[src/rtl/plic_ctrl.sv]
// Interrupt controller: synchronised sources, edge/level gateways, lowest-index selection and a
// single in-service claim/complete handshake on a small register bus.
module plic_ctrl #(
  parameter int MUN = 4,
  parameter int IDW = $clog2(MUN + 1)
) (
  input  logic           clk,
  input  logic           rst_n,
  input  logic [MUN-1:0] irq_src_i,
  input  logic           req_i,
  input  logic           we_i,
  input  logic [7:0]     addr_i,
  input  logic [31:0]    wdata_i,
  output logic [31:0]    rdata_o,
  output logic           irq_o,
  output logic [IDW-1:0] irq_id_o
);

  typedef enum logic {StIdle, StService} state_e;

  state_e         state_q, state_d;
  logic [MUN-1:0] s1_q, s2_q, s3_q;
  logic [MUN-1:0] pending_q, pending_d;
  logic [MUN-1:0] enable_q, trigger_q;
  logic [IDW-1:0] isid_q, isid_d;
  logic [IDW-1:0] sel_id;
  logic [1:0]     reg_sel;
  logic           busy, do_claim, do_complete;
  logic           unused_bits;

  assign reg_sel     = addr_i[3:2];
  assign busy        = (state_q == StService);
  assign unused_bits = ^{addr_i[7:4], addr_i[1:0], wdata_i};

  always_ff @(posedge clk or negedge rst_n) begin
    if (!rst_n) begin
      s1_q <= '0;
      s2_q <= '0;
      s3_q <= '0;
    end else begin
      s1_q <= irq_src_i;
      s2_q <= s1_q;
      s3_q <= s2_q;
    end
  end

  // Descending scan so the lowest index wins.
  always_comb begin
    sel_id = '0;
    for (int i = MUN - 1; i >= 0; i--) begin
      if (pending_q[i] && enable_q[i]) sel_id = IDW'(i + 1);
    end
  end

  assign do_claim    = req_i & ~we_i & (reg_sel == 2'd3) & ~busy & (sel_id != '0);
  assign do_complete = req_i & we_i & (reg_sel == 2'd3) & busy & (wdata_i[IDW-1:0] == isid_q);

  always_comb begin
    state_d = state_q;
    isid_d  = isid_q;
    unique case (state_q)
      StIdle: begin
        if (do_claim) begin
          state_d = StService;
          isid_d  = sel_id;
        end
      end
      StService: begin
        if (do_complete) begin
          state_d = StIdle;
          isid_d  = '0;
        end
      end
      default: ;
    endcase
  end

  // Level gating looks at the post-edge service state: a claim suppresses re-set of its own
  // source, while a complete lets a still-high level source re-pend on the same edge.
  always_comb begin
    pending_d = pending_q;
    for (int i = 0; i < MUN; i++) begin
      if (do_claim && (sel_id == IDW'(i + 1))) pending_d[i] = 1'b0;
      if (trigger_q[i]) begin
        if (s2_q[i] && !s3_q[i]) pending_d[i] = 1'b1;
      end else if (s2_q[i] && !((state_d == StService) && (isid_d == IDW'(i + 1)))) begin
        pending_d[i] = 1'b1;
      end
    end
  end

  always_ff @(posedge clk or negedge rst_n) begin
    if (!rst_n) begin
      state_q   <= StIdle;
      isid_q    <= '0;
      pending_q <= '0;
      enable_q  <= '0;
      trigger_q <= '0;
    end else begin
      state_q   <= state_d;
      isid_q    <= isid_d;
      pending_q <= pending_d;
      if (req_i && we_i && (reg_sel == 2'd1)) enable_q <= wdata_i[MUN-1:0];
      if (req_i && we_i && (reg_sel == 2'd2)) trigger_q <= wdata_i[MUN-1:0];
    end
  end

  always_comb begin
    rdata_o = '0;
    if (req_i) begin
      unique case (reg_sel)
        2'd0: rdata_o[MUN-1:0] = pending_q;
        2'd1: rdata_o[MUN-1:0] = enable_q;
        2'd2: rdata_o[MUN-1:0] = trigger_q;
        2'd3: rdata_o[IDW-1:0] = busy ? '0 : sel_id;
        default: ;
      endcase
    end
  end

  assign irq_o    = (sel_id != '0) & ~busy;
  assign irq_id_o = sel_id;

endmodule

[config.mk]
export PLATFORM = sky130hd
export DESIGN_NAME = plic_ctrl
export DESIGN_NICKNAME = d
export VERILOG_FILES = /design/src/rtl/plic_ctrl.sv
export SDC_FILE = /design/constraint.sdc
export NUM_CORES = 1
export LEC_CHECK = 0
export ABC_AREA = 1
export CAP_MARGIN = 15
export CORE_ASPECT_RATIO = 1.2
export CORE_UTILIZATION = 25
export DETAILED_ROUTE_END_ITERATION = 8
export PLACE_DENSITY = 0.52
export SETUP_SLACK_MARGIN = 0.05
export SLEW_MARGIN = 10
export SYNTH_ARGS = -nofsm -noshare
export SYNTH_HDL_FRONTEND = slang
export SYNTH_SLANG_ARGS = --single-unit
export TNS_END_PERCENT = 20
[constraint.sdc]
create_clock -name clk -period 3.6 [get_ports clk]
set_input_delay 0.72 -clock clk [delete_from_list [all_inputs] [get_ports clk]]
set_output_delay 0.72 -clock clk [all_outputs]
set_load 0.02 [all_outputs]
==> results.cfg <==
[hold_path]
hp-class = reg2reg

[power]
p_comb_share_pct = 36.3
p_clk_share_pct = 24.8
p_sw_share_pct = 37.7
ir_drop_mv = 0.170
p_leak_nw = 0.923
netSwitchingPower_uw = 385
seq_power_share_pct = 38.9
power_density_nw_per_um2 = 536
power.internal_uw = 637

[status]
run_status = completed

[finish]
multiInputGateArea_um2 = 718
drive_above_1_share_pct = 12.1
final_util_pct = 30.9
diodes = 0
syn_to_final_growth_pct = 17.4
nFillCells = 661
seq_area_um2 = 701
nNetsFinal = 281

[yosys]
avgSynthCellArea_um2 = 7.85
synth_seq_cells = 28
synth_fa_ha_area_share_pct = 0
yosysSeqAreaShare_pct = 43.1
yosys_warnings = 0
synth-simple-area-share_pct = 27.9
synth_edf_count = 0
netlist_area_um2 = 1630
synth_top_family_by_area = simple AND/OR/NAND/NOR gates
synth_xor_area_share_pct = 0
synthesis.instances = 207
synth-compound-area-share_pct = 9.85
ys.flop_type = dfrtp_1
synthArstFlopShare_pct = 100
ys_types = 19
muxShareOfSynthArea_pct = 0

[die]
die_h_um = 90.3
start_util_pct = 26.4
die_area_um2 = 6830
chipWidth_um = 75.6
row_count = 31
ios = 84
coreArea_um2 = 6170

[clock_tree]
clock_latency_ns = 0.29
clockBufferDepth = 2
ctsResizeCount = 0
cts_hold_buf = 0
root_buffer = clkbuf_8
cts_made_buffers = 3
post_cts_buffers = 0
cts_max_level = 1
clkTransAtPathRegs_ns = 0.10
cts_tree = done
cts_sinks = 28

[global_routing]
grt_max_degree = 29
grt_pass1_wl_um = 5350
grt.total_usage_pct = 10.5
antenna_found_initial = 0
first_global_vias = 1131
grt_overflow = 0

[routing]
viasPerCell = 4.04
final_antenna_net_count = 0
finalWirelength_um = 3270
avgRoutedWirePerCell_um = 10.4
drt-pass1-iter-count = 4
num_vias = 1268
drt-initial-drc-count = 65
drc = 0

[setup_path]
crit_fanout = 5
worstPathArrival_ns = 2.49
required_ns = 2.88
cpMaxStageDelayCell = clkdlybuf4s50_1
crit_type = in2out
startpoint_type = input port
cp_common_cell = clkdlybuf4s50_1
path_cells = clkdlybuf4s50_1 > inv_1 > nor2_1 > a221oi_1 > a21oi_1 > clkdlybuf4s50_1
end_kind = output port
cpPeakStageDelay_ns = 0.61

[sta]
finalHoldViolations = 0
period_needed_ns = 3.21
whs_ns = 0.359
finClkSkew_ns = 0.00923
maxSlewViolCount = 0
setup_viol = 0
finalCritPeriodShare_pct = 89.2
fmax_mhz = 311
fin_tns_setup_ns = 0
grt_setup_unrepaired = no

[placed_design]
place.gp.congestion = 0.735
io_buffers = 21
place_hpwl_um = 2600

[flow_run]
drv_cap = 0
-- kinds of logic (layout without fill, tap and decap cells) --
group,after synthesis,count (layout)
AND/OR/NAND/NOR,96,96
buffers and inverters,54,52
AO/OA/AOI/OAI,28,28
other,1,28
flip-flops,28,28
-- metrics by stage --
| stage | worst slack, ns | cells | power [mW] | cell area (um2) |
|---|---|---|---|---|
| floorplan | 1.45 | 234 | 0.683 | 1730 |
| global route | 0.267 | 314 | 1.09 | 1910 |
| detailed placement | 0.384 | 310 | 0.776 | 1840 |
| CTS | 0.382 | 314 | 1.03 | 1910 |
| global placement | 0.405 | 310 | 0.771 | 1840 |
| finish | 0.388 | 314 | 1.02 | 1910 |
-- Yosys cell counts (2+ instances only) --
cell / number / area share [%]
nand3_1: 5 / 1.5
nand2_4: 2 / 1.4
a31oi_1: 2 / 0.77
a221oi_1: 2 / 1.1
o21ai_0: 15 / 4.6
a21boi_0: 4 / 1.8
nand2_1: 60 / 14
nand2_2: 11 / 4.2
inv_2: 5 / 1.2
inv_1: 19 / 4.4
clkinv_1: 2 / 0.46
nor2_1: 13 / 3.0
nor2_4: 3 / 2.1
a21oi_1: 5 / 1.5
buf_4: 28 / 13
dfrtp_1: 28 / 43
-- state kept, by name, summed over array words and instances (netlist names) --
| name | count |
|---|---|
| enable_q | 4 |
| pending_q | 4 |
| s1_q | 4 |
| s2_q | 4 |
| s3_q | 4 |
| trigger_q | 4 |
| isid_q | 3 |
| busy | 1 |
-- cells in the final DEF, fill, tap and decap left out --
cell type	Yosys	final
nand2_1	60	60
conb_1	1	28
dfrtp_1	28	28
clkdlybuf4s50_1	0	21
inv_1	19	19
o21ai_0	15	15
nor2_1	13	13
nand2_2	11	11
inv_2	5	5
nand3_1	5	5
a21oi_1	5	5
a21boi_0	4	4
nor2_4	3	3
clkbuf_8	0	3
clkinv_1	2	2
nand2_4	2	2
a221oi_1	2	2
a31oi_1	2	2
nor3_4	1	1
nand4_2	1	1
bufinv_16	0	1
buf_4	28	1
-- power groups by stage --
stage	Combinational [mW]	Sequential (mW)	Clock [mW]
3_5_place_dp	0.373	0.404	0
4_1_cts	0.374	0.397	0.262
2_1_floorplan	0.292	0.391	0
5_1_grt	0.414	0.404	0.276
6_report	0.371	0.397	0.253
3_3_place_gp	0.368	0.403	0
-- worst max-delay path: cells and delay by family --
family / cells / cell delay, ns
buffers and inverters: 3 / 1.20
AOI/OAI and AO/OA: 2 / 0.31
and+or+nand+nor: 1 / 0.26
-- final timing paths --
check,cells past startpoint,start,slack (ns),to
min in group asynchronous,2,rst_n,0.80,s1_q[2]
worst max-delay path,6,addr_i[2],0.39,rdata_o[2]
worst min register to register,0,s1_q[0],0.36,s2_q[0]
worst min-delay path,0,s1_q[0],0.36,s2_q[0]
max in group asynchronous,2,rst_n,2.52,isid_q[0]
worst max register to register,12,busy,2.02,pending_q[0]
-- layout make-up --
type                       count  area share [%]
multi-input combinational    152            37.6
inverter                      26            5.11
clock inverter                 1            1.57
sequential                    28            36.7
timing repair buffer          22            11.4
tap                           82            5.38
clock buffer                   3            2.16
-- layer usage --
metal | wire length (um) | GRT usage (%)
met2 | 1670 | 17.8
met4 | 53 | 4.32
met1 | 1440 | 13.4
met3 | 115 | 1.12
met5 | 0 | 0
Note: power is estimated with default switching activity, not from simulation.
